==> config.mk <==
export PLATFORM = sky130hd
export DESIGN_NAME = fetch_unit
export DESIGN_NICKNAME = d
export VERILOG_FILES = /design/src/rtl/fetch_unit_pkg.sv /design/src/rtl/fetch_npc_sel.sv /design/src/rtl/fetch_unit.sv
export SDC_FILE = /design/constraint.sdc
export NUM_CORES = 1
export LEC_CHECK = 0
export BUFFER_PORTS_ARGS = -buffer_cell sky130_fd_sc_hd__buf_2
export CAP_MARGIN = 5
export CELL_PAD_IN_SITES_DETAIL_PLACEMENT = 1
export CELL_PAD_IN_SITES_GLOBAL_PLACEMENT = 1
export CORE_UTILIZATION = 35
export DETAILED_ROUTE_END_ITERATION = 12
export PLACE_DENSITY_LB_ADDON = 0.1
export REMOVE_ABC_BUFFERS = 1
export SLEW_MARGIN = 20
export SYNTH_ARGS = -nofsm -noshare
export SYNTH_HDL_FRONTEND = slang
export SYNTH_SLANG_ARGS = --single-unit
==> constraint.sdc <==
create_clock -name clk -period 2.8 [get_ports clk]
set_input_delay 0.42 -clock clk [delete_from_list [all_inputs] [get_ports clk]]
set_output_delay 0.42 -clock clk [all_outputs]
set_load 0.005 [all_outputs]
==> src/rtl/fetch_unit_pkg.sv <==
// fetch_unit_pkg: shared definitions for the instruction-fetch slice.
//   - fetch_state_t : fetch FSM state encoding
//   - pcsrc_t       : next-PC source codes driven by the decode/execute stages
//   - NOP_DEFAULT   : default bubble instruction
//   - word_align()  : clears the byte-offset bits of an address
// Build option: FETCH_INTR_EN (see fetch_unit.sv).
package fetch_unit_pkg;

    typedef enum logic [1:0] {
        ST_BOOT  = 2'b00,
        ST_REQ   = 2'b01,
        ST_VALID = 2'b10,
        ST_KILL  = 2'b11
    } fetch_state_t;

    typedef enum logic [1:0] {
        PCSRC_SEQ = 2'b00,
        PCSRC_BR  = 2'b01,
        PCSRC_JMP = 2'b10,
        PCSRC_RSV = 2'b11
    } pcsrc_t;

    localparam logic [31:0] NOP_DEFAULT = 32'h0000_0000;

    function automatic logic [31:0] word_align(input logic [31:0] addr);
        return {addr[31:2], 2'b00};
    endfunction

endpackage

==> src/rtl/fetch_npc_sel.sv <==
// fetch_npc_sel: combinational next-PC priority mux.
// Priority: intr (EXC_VECTOR) > eret (epc) > branch/jump > pc+4.
// Build option FETCH_INTR_EN: when undefined the intr/eret/epc ports and the
// EXC_VECTOR parameter do not exist; only pcsrc and pc+4 are considered.
// Ports:
//   pc        in  32  current PC
//   pcsrc     in   2  next-PC source code (11 treated as sequential)
//   bpc, jpc  in  32  branch / jump targets
//   intr,eret in   1  redirect requests (FETCH_INTR_EN only)
//   epc       in  32  eret target (FETCH_INTR_EN only)
//   pc_seq    out 32  pc + 4, wrapping mod 2^32
//   pc_redir  out 32  redirect target, valid when redirect = 1
//   redirect  out  1  a redirect source is active this cycle
module fetch_npc_sel
    import fetch_unit_pkg::*;
(
`ifdef FETCH_INTR_EN
    input  logic        intr,
    input  logic        eret,
    input  logic [31:0] epc,
`endif
    input  logic [31:0] pc,
    input  logic [1:0]  pcsrc,
    input  logic [31:0] bpc,
    input  logic [31:0] jpc,
    output logic [31:0] pc_seq,
    output logic [31:0] pc_redir,
    output logic        redirect
);

`ifdef FETCH_INTR_EN
    parameter logic [31:0] EXC_VECTOR = 32'h0000_0008;
`endif

    always_comb begin
        pc_seq   = pc + 32'd4;
        pc_redir = pc_seq;
        redirect = 1'b0;

        case (pcsrc)
            PCSRC_BR: begin
                redirect = 1'b1;
                pc_redir = bpc;
            end
            PCSRC_JMP: begin
                redirect = 1'b1;
                pc_redir = jpc;
            end
            default: ;
        endcase

`ifdef FETCH_INTR_EN
        // Later assignments win, giving intr the highest priority.
        if (eret) begin
            redirect = 1'b1;
            pc_redir = epc;
        end
        if (intr) begin
            redirect = 1'b1;
            pc_redir = EXC_VECTOR;
        end
`endif
    end

endmodule

==> src/rtl/fetch_unit.sv <==
// fetch_unit: instruction-fetch stage. Owns the PC, runs the imem req/ready
// handshake and presents (if_pc, if_pc4, if_inst) to the IF/ID register.
// Build option FETCH_INTR_EN: when defined, intr/eret redirects are honoured;
// when undefined, intr, eret and epc are ignored.
// Ports:
//   clk, clrn            clock, asynchronous active-low reset
//   stall                downstream hold of the current instruction
//   pcsrc, bpc, jpc      branch/jump selection and targets
//   intr, eret, epc      interrupt / return-from-exception redirects
//   imem_req, imem_addr  fetch request and word-aligned address
//   imem_rdata, imem_ready  memory data and completion
//   if_pc, if_pc4, if_inst  IF-side bundle (if_inst = NOP_INST when invalid)
//   fetch_stall          1 when if_inst is not valid
//
// state    | meaning
// ST_BOOT  | first cycle after reset release, no request
// ST_REQ   | request for pc outstanding, waiting for imem_ready
// ST_VALID | instruction captured, presented on if_inst
// ST_KILL  | redirected while a request was pending; drain it at kill_addr
module fetch_unit
    import fetch_unit_pkg::*;
#(
    parameter logic [31:0] RESET_PC   = 32'h0000_0000,
    parameter logic [31:0] EXC_VECTOR = 32'h0000_0008,
    parameter logic [31:0] NOP_INST   = NOP_DEFAULT
)(
    input  logic        clk,
    input  logic        clrn,
    input  logic        stall,
    input  logic [1:0]  pcsrc,
    input  logic [31:0] bpc,
    input  logic [31:0] jpc,
    input  logic        intr,
    input  logic        eret,
    input  logic [31:0] epc,
    output logic        imem_req,
    output logic [31:0] imem_addr,
    input  logic [31:0] imem_rdata,
    input  logic        imem_ready,
    output logic [31:0] if_pc,
    output logic [31:0] if_pc4,
    output logic [31:0] if_inst,
    output logic        fetch_stall
);

    fetch_state_t state, state_next;
    logic [31:0]  pc, pc_next;
    logic [31:0]  inst;
    logic [31:2]  kill_addr;
    logic         inst_capture;
    logic         kill_capture;
    logic [31:0]  pc_seq;
    logic [31:0]  pc_redir;
    logic         redirect;

`ifdef FETCH_INTR_EN
    fetch_npc_sel #(
        .EXC_VECTOR (EXC_VECTOR)
    ) u_npc_sel (
        .intr     (intr),
        .eret     (eret),
        .epc      (epc),
        .pc       (pc),
        .pcsrc    (pcsrc),
        .bpc      (bpc),
        .jpc      (jpc),
        .pc_seq   (pc_seq),
        .pc_redir (pc_redir),
        .redirect (redirect)
    );
`else
    fetch_npc_sel u_npc_sel (
        .pc       (pc),
        .pcsrc    (pcsrc),
        .bpc      (bpc),
        .jpc      (jpc),
        .pc_seq   (pc_seq),
        .pc_redir (pc_redir),
        .redirect (redirect)
    );

    // Interrupt inputs are deliberately left dangling in this build.
    logic unused_intr_path;
    assign unused_intr_path = ^{intr, eret, epc, EXC_VECTOR};
`endif

    always_ff @(posedge clk or negedge clrn) begin
        if (!clrn) begin
            state     <= ST_BOOT;
            pc        <= RESET_PC;
            inst      <= NOP_INST;
            kill_addr <= '0;
        end else begin
            state <= state_next;
            pc    <= pc_next;
            if (inst_capture)
                inst <= imem_rdata;
            if (kill_capture)
                kill_addr <= pc[31:2];
        end
    end

    always_comb begin
        state_next   = state;
        pc_next      = pc;
        inst_capture = 1'b0;
        kill_capture = 1'b0;
        imem_req     = 1'b0;

        case (state)
            ST_BOOT: begin
                state_next = ST_REQ;
            end
            ST_REQ: begin
                imem_req = 1'b1;
                if (redirect) begin
                    pc_next = pc_redir;
                    // A completing request is simply dropped; a pending one
                    // must still be drained at its original address.
                    if (!imem_ready) begin
                        kill_capture = 1'b1;
                        state_next   = ST_KILL;
                    end
                end else if (imem_ready) begin
                    inst_capture = 1'b1;
                    state_next   = ST_VALID;
                end
            end
            ST_VALID: begin
                if (redirect) begin
                    pc_next    = pc_redir;
                    state_next = ST_REQ;
                end else if (!stall) begin
                    pc_next    = pc_seq;
                    state_next = ST_REQ;
                end
            end
            ST_KILL: begin
                imem_req = 1'b1;
                if (redirect)
                    pc_next = pc_redir;
                if (imem_ready)
                    state_next = ST_REQ;
            end
            default: begin
                state_next = ST_BOOT;
            end
        endcase
    end

    assign if_pc       = pc;
    assign if_pc4      = pc_seq;
    assign imem_addr   = (state == ST_KILL) ? {kill_addr, 2'b00} : word_align(pc);
    assign fetch_stall = (state != ST_VALID);
    assign if_inst     = (state == ST_VALID) ? inst : NOP_INST;

endmodule

==> impl_results.html, run 1 <==
<table>
<tr><th>Metric</th><th>Value</th></tr>
<tr><th colspan="2">CTS</th></tr>
<tr><td>Deepest clock path buffer count</td><td>2</td></tr>
<tr><td>Number of hold buffers added after CTS</td><td>0</td></tr>
<tr><td>Master cell of the clock root buffer</td><td>sky130_fd_sc_hd__clkbuf_16</td></tr>
<tr><td>H-tree lvl count</td><td>3</td></tr>
<tr><td>CTS tree</td><td>done</td></tr>
<tr><td>Number of clock sinks</td><td>96</td></tr>
<tr><td>Buffers inserted during post-CTS setup optimization</td><td>0</td></tr>
<tr><td>Clock buffers created by TritonCTS</td><td>9</td></tr>
<tr><td>Clk pin slew, worst setup/hold paths</td><td>70 ps</td></tr>
<tr><td>Worst-skew pair later-pin latency</td><td>350 ps</td></tr>
<tr><th colspan="2">Routing</th></tr>
<tr><td>Post-detailed-route via-to-cell ratio</td><td>5.43</td></tr>
<tr><td>Final routed wire length divided by cell count</td><td>19.8 um</td></tr>
<tr><td>Remaining design rule violation count</td><td>0</td></tr>
<tr><td>1st-pass router iterations</td><td>4</td></tr>
<tr><td>Wire length reported by the detailed router</td><td>20400 um</td></tr>
<tr><td>Antenna viol nets, final</td><td>0</td></tr>
<tr><td>Via Count</td><td>5579</td></tr>
<tr><td>Starting DRT DRC Count</td><td>283</td></tr>
<tr><th colspan="2">Cells and area</th></tr>
<tr><td>Final core area utilization</td><td>0.466</td></tr>
<tr><td>Number of antenna diodes</td><td>0</td></tr>
<tr><td>Area growth from synthesis to layout</td><td>30.1%</td></tr>
<tr><td>Fill count</td><td>1983</td></tr>
<tr><td>Ratio of cells with drive above 1 in the final layout</td><td>0.483</td></tr>
<tr><td>Total number of nets in the final design</td><td>942</td></tr>
<tr><th colspan="2">Synth</th></tr>
<tr><td>Warning count from the yosys run</td><td>0</td></tr>
<tr><td>Ranking of synthesized cells by area</td><td>sky130_fd_sc_hd__dfrtp_1 (40%), sky130_fd_sc_hd__mux2_2 (18%), sky130_fd_sc_hd__and2_1 (3.7%), sky130_fd_sc_hd__xnor2_1 (2.7%), sky130_fd_sc_hd__a22oi_1 (2.4%)</td></tr>
<tr><td>Dominant combinational cell family by area after synthesis</td><td>multiplexers</td></tr>
<tr><td>Post-synthesis cell type count</td><td>55</td></tr>
<tr><td>Post-synth ARST share</td><td>1.00</td></tr>
<tr><td>Mean Syn Cell Area</td><td>10.0 um^2</td></tr>
<tr><td>Fraction of synthesized area in multiplexers</td><td>0.187</td></tr>
<tr><td>Leading register cell type out of synthesis</td><td>sky130_fd_sc_hd__dfrtp_1</td></tr>
<tr><td>Post-synthesis cell type with the largest combined area</td><td>sky130_fd_sc_hd__dfrtp_1</td></tr>
<tr><td>List of most frequent post-synthesis cells</td><td>sky130_fd_sc_hd__dfrtp_1 (96), sky130_fd_sc_hd__mux2_2 (94), sky130_fd_sc_hd__clkbuf_1 (38), sky130_fd_sc_hd__and2_1 (35), sky130_fd_sc_hd__nand2_1 (32)</td></tr>
<tr><td>Post-synthesis cell count</td><td>593</td></tr>
<tr><td>Area share of the largest cell type after synthesis</td><td>0.405</td></tr>
<tr><td>Number of synthesized flops with an enable pin</td><td>0</td></tr>
<tr><td>Synthesized-area fraction occupied by and/or/nand/nor cells</td><td>0.177</td></tr>
<tr><td>Flip-flop and latch count after synthesis</td><td>96</td></tr>
<tr><td>Xor/xnor cell area share of the yosys netlist</td><td>0.0384</td></tr>
<tr><td>Leading cell type by number of instances after synthesis</td><td>sky130_fd_sc_hd__dfrtp_1</td></tr>
<tr><td>Compound-cell area share of the yosys netlist</td><td>0.128</td></tr>
<tr><td>Arithmetic-cell share of the synthesized area counting full adders, half adders and majority gates</td><td>0.00633</td></tr>
<tr><td>Area of the mapped netlist</td><td>5930 um^2</td></tr>
<tr><td>Sequential fraction of the synthesis area</td><td>0.405</td></tr>
<tr><th colspan="2">Place</th></tr>
<tr><td>PortBufs</td><td>229</td></tr>
<tr><td>Final weighted congestion in routability-driven placement</td><td>0.814</td></tr>
<tr><td>Worst slack at placement</td><td>292 ps</td></tr>
<tr><td>Hpwl dp</td><td>15000 um</td></tr>
<tr><th colspan="2">Setup path</th></tr>
<tr><td>Delay of the slowest cell on the worst path</td><td>430 ps</td></tr>
<tr><td>Crit path required time</td><td>2380 ps</td></tr>
<tr><td>Element type at the critical path end</td><td>primary output</td></tr>
<tr><td>Slowest cell on the critical path</td><td>sky130_fd_sc_hd__dfrtp_2</td></tr>
<tr><td>R2r worst-path depth</td><td>5</td></tr>
<tr><td>Worst endpoint data arrival time</td><td>2220 ps</td></tr>
<tr><td>Worst Path Class, Setup</td><td>flop to primary output</td></tr>
<tr><td>Critical path startpoint category</td><td>flop</td></tr>
<tr><td>CP Cell Sequence</td><td>ha_2, nand3_1, nor3_1, xnor2_1, buf_2</td></tr>
<tr><td>Critical Path Fanout Max</td><td>8</td></tr>
<tr><th colspan="2">STA</th></tr>
<tr><td>Worst max-slew margin expressed relative to the limit</td><td>0.475</td></tr>
<tr><td>Final setup skew</td><td>5.03 ps</td></tr>
<tr><td>Final setup violation count</td><td>0</td></tr>
<tr><td>Timing-limited maximum frequency</td><td>378 MHz</td></tr>
<tr><td>Post-layout worst setup margin</td><td>158 ps</td></tr>
<tr><td>Clock period minus worst slack</td><td>2640 ps</td></tr>
<tr><td>Fin. Hold Viols</td><td>0</td></tr>
<tr><td>Fraction of the cycle the final worst path needs</td><td>0.944</td></tr>
<tr><td>Slew Limit Fails</td><td>0</td></tr>
<tr><td>Hold_ws</td><td>41.3 ps</td></tr>
<tr><td>Least-Margin Pin Slew</td><td>785 ps</td></tr>
<tr><td>RSZ-0062 raised after global routing</td><td>false</td></tr>
<tr><th colspan="2">GRT</th></tr>
<tr><td>Busiest grt layer</td><td>met2</td></tr>
<tr><td>Global-route met2 utilization</td><td>0.398</td></tr>
<tr><td>Antenna violations before repair</td><td>1</td></tr>
<tr><td>Met3 track demand over resource</td><td>0.0411</td></tr>
<tr><td>Met1 track utilization from global routing</td><td>0.322</td></tr>
<tr><td>Global-route congestion overflow total</td><td>0</td></tr>
<tr><td>Vias in the first global route</td><td>5853</td></tr>
<tr><td>Largest net degree at the start of global routing</td><td>60</td></tr>
<tr><td>Global Route Usage Sum</td><td>0.240</td></tr>
<tr><td>Wire length of the first global-routing pass</td><td>32800 um</td></tr>
<tr><th colspan="2">Power</th></tr>
<tr><td>Sw frac</td><td>0.349</td></tr>
<tr><td>Combinational cell fraction of total power</td><td>0.382</td></tr>
<tr><td>Clock share of power</td><td>0.227</td></tr>
<tr><td>Internal portion of total power</td><td>4.03 mW</td></tr>
<tr><td>Fraction of power consumed by sequential logic</td><td>0.391</td></tr>
<tr><td>Largest voltage drop on the vdd net</td><td>0.350 mV</td></tr>
<tr><td>Pwr Density</td><td>801 nW/um^2</td></tr>
<tr><td>Final Total Pwr</td><td>6.19 mW</td></tr>
<tr><td>Static leakage power</td><td>3.64 nW</td></tr>
<tr><td>Net switching power figure</td><td>2.16 mW</td></tr>
<tr><th colspan="2">Run</th></tr>
<tr><td>Max capacitance violation total</td><td>0</td></tr>
<tr><th colspan="2">Floorplan</th></tr>
<tr><td>Core area</td><td>16600 um^2</td></tr>
<tr><td>Width of the die</td><td>132 um</td></tr>
<tr><td>Row count</td><td>47</td></tr>
<tr><td>I/O pin count</td><td>266</td></tr>
<tr><td>Effective utilization at floorplan</td><td>0.358</td></tr>
<tr><td>Die Y-Extent</td><td>132 um</td></tr>
<tr><td>Floorplan die area</td><td>17500 um^2</td></tr>
<tr><th colspan="2">Hold path</th></tr>
<tr><td>Class of the most critical hold timing path</td><td>input port to asynchronous set/reset pin</td></tr>
<tr><th colspan="2">Status</th></tr>
<tr><td>Status</td><td>complete, no violations</td></tr>
</table>
[what timing repair did]
action / in CTS / in global routing
setup endpoints to repair: 4 / 8
gates resized for setup: 5 / 10
cloned: 0 / 0
[power groups by stage]
stage                     Combinational (mW)  Sequential [mW]  Clock (mW)
after floorplan                         1.31             2.33           0
after global placement                  2.30             2.37           0
after detailed placement                2.37             2.44           0
after CTS                               2.39             2.41        1.45
after global routing                    2.60             2.52        1.49
final                                   2.36             2.42        1.41
[metrics by stage]
| stage | cell area [um^2] | setup TNS, ps | instances |
|---|---|---|---|
| 6_report | 7720 | 0 | 1028 |
| 5_1_grt | 7720 | 0 | 1028 |
| 4_1_cts | 7700 | 0 | 1028 |
| 2_1_floorplan | 5660 | -115020 | 531 |
| 3_3_place_gp | 7360 | 0 | 1012 |
| 3_5_place_dp | 7360 | 0 | 1012 |
[layout make-up]
class                           instances  area, um^2  share of cell area
Multi-Input combinational cell        418        3230               0.419
Timing Repair Buffer                  261        1410               0.183
Inverter                               17        63.8             0.00826
Sequential cell                        96        2410               0.312
Clock buffer                           10         239              0.0309
Clock inverter                          6        90.1              0.0117
Tap cell                              220         275              0.0356
[layer usage]
metal / up-vias / share of wire / wire, um
met4: 2 / 0.019 / 384
li1: 2597 / - / -
met2: 167 / 0.49 / 9970
met5: - / 0.00039 / 8
met3: 27 / 0.051 / 1030
met1: 2786 / 0.44 / 8980
[state kept, by name, indices dropped and copies added, names as in the netlist]
signal,cells
kill_addr,30
state,2
inst,32
if_pc,32
[layout by cell type, fill, tap and decap left out, types with 6 or more instances in the layout]
cell / Yosys / routed
sky130_fd_sc_hd__clkbuf_16: 0 / 9
sky130_fd_sc_hd__buf_2: 15 / 228
sky130_fd_sc_hd__and4_1: 8 / 6
sky130_fd_sc_hd__nand3_1: 26 / 26
sky130_fd_sc_hd__nand4_1: 12 / 12
sky130_fd_sc_hd__o21ai_0: 18 / 17
sky130_fd_sc_hd__a22oi_1: 19 / 19
sky130_fd_sc_hd__nor4_1: 14 / 13
sky130_fd_sc_hd__a221oi_1: 11 / 11
sky130_fd_sc_hd__nand2_1: 32 / 32
sky130_fd_sc_hd__mux2_2: 94 / 94
sky130_fd_sc_hd__xor2_1: 8 / 8
sky130_fd_sc_hd__nor3_1: 11 / 11
sky130_fd_sc_hd__nor2_1: 19 / 19
sky130_fd_sc_hd__buf_4: 6 / 31
sky130_fd_sc_hd__dfrtp_1: 96 / 91
sky130_fd_sc_hd__inv_1: 17 / 17
sky130_fd_sc_hd__a21oi_1: 10 / 10
sky130_fd_sc_hd__a311oi_1: 9 / 9
sky130_fd_sc_hd__and2_1: 35 / 35
sky130_fd_sc_hd__xnor2_1: 18 / 18
[worst paths after layout]
check	from	to	slack, ps
worst max-delay path	if_pc[3]	if_pc4[14]	160
max in group asynchronous	clrn	if_pc[12]	2020
worst max register to register	state[0]	if_pc[2]	730
min in group clk	imem_rdata[13]	inst[13]	290
worst min register to register	inst[18]	inst[18]	500
worst min-delay path	clrn	kill_addr[29]	40
[critical path: cells and delay by family, from the launching register on]
kind,cells,cell delay (ps)
and+or+nand+nor,2,750
xor gates and xnor gates,1,250
DFF,1,430
adders and majority gates,1,250
buffers and inverters,1,180
[cells by family (layout without fill, tap and decap cells)]
| kind of cell | count (synthesis) | count (layout) |
|---|---|---|
| buf+inv | 80 | 294 |
| fa+ha+maj | 3 | 3 |
| simple gates | 185 | 185 |
| mux | 99 | 99 |
| compound gates | 103 | 103 |
| flops | 96 | 96 |
| xor+xnor | 26 | 26 |
| other cells | 1 | 2 |
No activity file was read; power rests on OpenSTA's default activity.
==> run 2, diff against run 1 <==
--- a/config.mk
+++ b/config.mk
@@ -9,10 +9,13 @@
 export CAP_MARGIN = 5
 export CELL_PAD_IN_SITES_DETAIL_PLACEMENT = 1
 export CELL_PAD_IN_SITES_GLOBAL_PLACEMENT = 1
+export CORE_ASPECT_RATIO = 0.7
 export CORE_UTILIZATION = 35
 export DETAILED_ROUTE_END_ITERATION = 12
 export PLACE_DENSITY_LB_ADDON = 0.1
+export RECOVER_POWER = 50
 export REMOVE_ABC_BUFFERS = 1
+export SKIP_CTS_REPAIR_TIMING = 1
 export SLEW_MARGIN = 20
 export SYNTH_ARGS = -nofsm -noshare
 export SYNTH_HDL_FRONTEND = slang
==> run 2 against run 1 <==
Net effect:
- wire length decreased by 1.2%
- combinational power up 3%
- flip-flop and latch count unchanged
- sequential share of layout area rose by 0.38 points
- worst hold slack better by 250 ps
- final area decreased by 1.3%
- utilization decreased by 0.22 points
- maximum frequency is 1.1% lower
- clock skew grew 3.6 ps
- critical path depth is 1 higher
- non-clock buffer count unchanged
==> impl_results.html, run 2 (same netlist as run 1, synthesis figures left out) <==
<table>
<tr><th>Metric</th><th>Value</th></tr>
<tr><th colspan="2">Status</th></tr>
<tr><td>Status</td><td>complete, no violations</td></tr>
<tr><th colspan="2">STA</th></tr>
<tr><td>Timing-limited maximum frequency</td><td>374 MHz (-1.1%)</td></tr>
<tr><td>Final setup skew</td><td>8.67 ps (+3.65 ps)</td></tr>
<tr><td>Fraction of the cycle the final worst path needs</td><td>0.954 (+0.0103)</td></tr>
<tr><td>Setup Total Neg Slack</td><td>0 ps (unchanged)</td></tr>
<tr><td>Post-layout worst setup margin</td><td>129 ps (-28.9 ps)</td></tr>
<tr><td>Fin. Hold Viols</td><td>0 (unchanged)</td></tr>
<tr><td>Least-Margin Pin Slew</td><td>1480 ps (+691 ps)</td></tr>
<tr><td>Clock period minus worst slack</td><td>2670 ps (+28.9 ps)</td></tr>
<tr><td>Worst max-slew margin expressed relative to the limit</td><td>0.0163 (-0.459)</td></tr>
<tr><td>Slew Limit Fails</td><td>0 (unchanged)</td></tr>
<tr><td>Final setup violation count</td><td>0 (unchanged)</td></tr>
<tr><th colspan="2">Cells and area</th></tr>
<tr><td>Number of antenna diodes</td><td>0 (unchanged)</td></tr>
<tr><td>Ratio of cells with drive above 1 in the final layout</td><td>0.453 (-0.0297)</td></tr>
<tr><td>Total number of nets in the final design</td><td>942 (unchanged)</td></tr>
<tr><td>Commonest cells after routing, fill and taps aside</td><td>sky130_fd_sc_hd__buf_2 (211), sky130_fd_sc_hd__mux2_2 (94), sky130_fd_sc_hd__dfrtp_1 (93)</td></tr>
<tr><td>Most common cell after layout, fill and taps aside</td><td>sky130_fd_sc_hd__buf_2</td></tr>
<tr><td>Final Non-Filler Cells</td><td>1033 (+0.49%)</td></tr>
<tr><td>Area growth from synthesis to layout</td><td>28.4%</td></tr>
<tr><td>Final core area utilization</td><td>0.464 (-0.00223)</td></tr>
<tr><th colspan="2">Routing</th></tr>
<tr><td>Highest metal used</td><td>met4</td></tr>
<tr><td>Final routed wire length divided by cell count</td><td>19.5 um (-1.7%)</td></tr>
<tr><td>Antenna viol nets, final</td><td>0 (unchanged)</td></tr>
<tr><td>Wire length reported by the detailed router</td><td>20100 um (-1.2%)</td></tr>
<tr><td>Post-detailed-route via-to-cell ratio</td><td>5.35 (-1.5%)</td></tr>
<tr><td>Remaining design rule violation count</td><td>0 (unchanged)</td></tr>
<tr><td>Routed length on met3</td><td>1170 um (+13%)</td></tr>
<tr><td>1st-pass router iterations</td><td>4 (unchanged)</td></tr>
<tr><td>Via Count</td><td>5523 (-1.0%)</td></tr>
<tr><td>Routed length on met2</td><td>9450 um (-5.2%)</td></tr>
<tr><td>Starting DRT DRC Count</td><td>315 (+11%)</td></tr>
<tr><td>Post-route met1 wirelength</td><td>9300 um (+3.5%)</td></tr>
<tr><th colspan="2">Setup path</th></tr>
<tr><td>Element type at the critical path end</td><td>primary output</td></tr>
<tr><td>Worst endpoint data arrival time</td><td>2250 ps (+30 ps)</td></tr>
<tr><td>Critical path startpoint category</td><td>flop</td></tr>
<tr><td>Setup slack on the worst flop-to-flop path</td><td>690 ps (-40 ps)</td></tr>
<tr><td>Crit path required time</td><td>2380 ps (about the same)</td></tr>
<tr><td>Sum of buffers and inverters on the critical path</td><td>2 (+1)</td></tr>
<tr><td>Top cell family by delay on the critical path</td><td>simple AND/OR/NAND/NOR gates</td></tr>
<tr><td>CP Cell Sequence</td><td>clkbuf_1, nand4_1, nor4_2, nand3_1, xnor2_1, buf_2</td></tr>
<tr><td>Slowest cell on the critical path</td><td>sky130_fd_sc_hd__nor4_2</td></tr>
<tr><td>Startpoint of the lowest-slack register-to-register path</td><td>state[0]</td></tr>
<tr><td>Delay of the slowest cell on the worst path</td><td>440 ps (about the same)</td></tr>
<tr><td>Worst Path Class, Setup</td><td>flop to primary output</td></tr>
<tr><td>Critical Path Fanout Max</td><td>8 (unchanged)</td></tr>
<tr><td>Worst reg2reg path endpoint</td><td>if_pc[17]</td></tr>
<tr><td>R2r worst-path depth</td><td>6 (+1)</td></tr>
<tr><th colspan="2">GRT</th></tr>
<tr><td>Global Route Usage Sum</td><td>0.239 (-0.00128)</td></tr>
<tr><td>Vias in the first global route</td><td>5874 (+0.36%)</td></tr>
<tr><td>Global-route congestion overflow total</td><td>0 (unchanged)</td></tr>
<tr><td>Wire length of the first global-routing pass</td><td>32100 um (-2.3%)</td></tr>
<tr><td>Largest net degree at the start of global routing</td><td>51 (-15%)</td></tr>
<tr><td>Antenna violations before repair</td><td>0 (-1)</td></tr>
<tr><th colspan="2">Hold path</th></tr>
<tr><td>Worst Hold Path Cells</td><td>2</td></tr>
<tr><td>Beginning of the worst hold path</td><td>imem_rdata[26]</td></tr>
<tr><td>Class of the most critical hold timing path</td><td>input port to flop</td></tr>
<tr><td>Hold endpoint</td><td>inst[26]</td></tr>
<tr><th colspan="2">Place</th></tr>
<tr><td>Final weighted congestion in routability-driven placement</td><td>0.808 (-0.76%)</td></tr>
<tr><td>PortBufs</td><td>229 (unchanged)</td></tr>
<tr><td>Hpwl dp</td><td>14900 um (-0.48%)</td></tr>
<tr><td>Placed cell count</td><td>1017 (+0.49%)</td></tr>
<tr><td>Worst slack at placement</td><td>407 ps (+115 ps)</td></tr>
<tr><th colspan="2">CTS</th></tr>
<tr><td>CTS tree</td><td>done</td></tr>
<tr><td>Deepest clock path buffer count</td><td>2 (unchanged)</td></tr>
<tr><td>Master cell of the clock root buffer</td><td>sky130_fd_sc_hd__clkbuf_16</td></tr>
<tr><td>Clk pin slew, worst setup/hold paths</td><td>70 ps (about the same)</td></tr>
<tr><td>Clock buffers created by TritonCTS</td><td>9 (unchanged)</td></tr>
<tr><td>Number of clock sinks</td><td>96 (unchanged)</td></tr>
<tr><td>H-tree lvl count</td><td>3 (unchanged)</td></tr>
<tr><td>Worst-skew pair later-pin latency</td><td>360 ps (about the same)</td></tr>
<tr><th colspan="2">Power</th></tr>
<tr><td>Largest voltage drop on the vdd net</td><td>0.310 mV (-11%)</td></tr>
<tr><td>Fraction of power consumed by sequential logic</td><td>0.396 (+0.005)</td></tr>
<tr><td>Combinational cell fraction of total power</td><td>0.405 (+0.023)</td></tr>
<tr><td>Pwr Density</td><td>782 nW/um^2 (-2.3%)</td></tr>
<tr><td>Internal portion of total power</td><td>3.84 mW (-4.7%)</td></tr>
<tr><td>Net switching power figure</td><td>2.12 mW (-1.7%)</td></tr>
<tr><td>Sw frac</td><td>0.356 (+0.00696)</td></tr>
<tr><td>Clock share of power</td><td>0.199 (-0.028)</td></tr>
<tr><td>Static leakage power</td><td>3.56 nW (-2.1%)</td></tr>
<tr><td>Final Total Pwr</td><td>5.96 mW (-3.6%)</td></tr>
<tr><th colspan="2">Floorplan</th></tr>
<tr><td>Floorplan die area</td><td>17500 um^2 (about the same)</td></tr>
<tr><td>Die Y-Extent</td><td>111 um (-16%)</td></tr>
<tr><td>Width of the die</td><td>158 um (+19%)</td></tr>
<tr><td>Core area</td><td>16400 um^2 (-0.84%)</td></tr>
<tr><td>Effective utilization at floorplan</td><td>0.361 (+0.00302)</td></tr>
<tr><td>Row count</td><td>39 (-17%)</td></tr>
<tr><td>I/O pin count</td><td>266 (unchanged)</td></tr>
<tr><th colspan="2">Run</th></tr>
<tr><td>Max capacitance violation total</td><td>0 (unchanged)</td></tr>
</table>
## run 2: routing by layer
metal | GRT usage | up-vias
met5 | 0 | -
met4 | 0.0602 | 0
met3 | 0.0407 | 17
met2 | 0.386 | 159
met1 | 0.329 | 2762
li1 | - | 2585
## run 2: area by class of cell
class / count / area, um^2
Fill cell: 1955 / 8820
Multi-Input combinational cell: 418 / 3210
Sequential cell: 96 / 2410
Timing Repair Buffer: 261 / 1380
Tap cell: 225 / 282
Clock buffer: 12 / 246
Inverter: 17 / 63.8
Clock inverter: 4 / 30.0
## run 2: through the flow
step	cell area [um^2]	hold slack, ps
3_3_place_gp	7370	478
3_5_place_dp	7370	487
2_1_floorplan	5660	124
4_1_cts	7640	112
5_1_grt	7620	289
6_report	7620	287
## run 2: power by group through the flow
stage | Clock (mW) | Sequential [mW] | Combinational, mW
floorplan | 0 | 2.33 | 1.31
global placement | 0 | 2.33 | 2.39
detailed placement | 0 | 2.38 | 2.46
CTS | 1.22 | 2.36 | 2.48
global route | 1.28 | 2.45 | 2.65
finish | 1.19 | 2.36 | 2.42
## run 2: worst max path at each step
| stage | start | endpoint | slack (ps) | cells after the start |
|---|---|---|---|---|
| detailed placement | pcsrc[0] | if_pc[17] | 410 | 8 |
| floorplan | pcsrc[0] | kill_addr[10] | -2410 | 4 |
| global placement | if_pc[9] | if_pc4[24] | 450 | 6 |
| finish | if_pc[12] | if_pc4[19] | 130 | 6 |
| CTS | if_pc[17] | if_pc4[31] | 30 | 5 |
| global route | if_pc[12] | if_pc4[19] | -8 | 6 |
## run 2: worst register-to-register path, stage by stage, from the launching register on
cell	delay, ps
sky130_fd_sc_hd__dfrtp_1	540
sky130_fd_sc_hd__or2_1	180
sky130_fd_sc_hd__buf_4	270
sky130_fd_sc_hd__nand2_1	260
sky130_fd_sc_hd__buf_4	270
sky130_fd_sc_hd__nor4_1	370
sky130_fd_sc_hd__a311oi_1	90
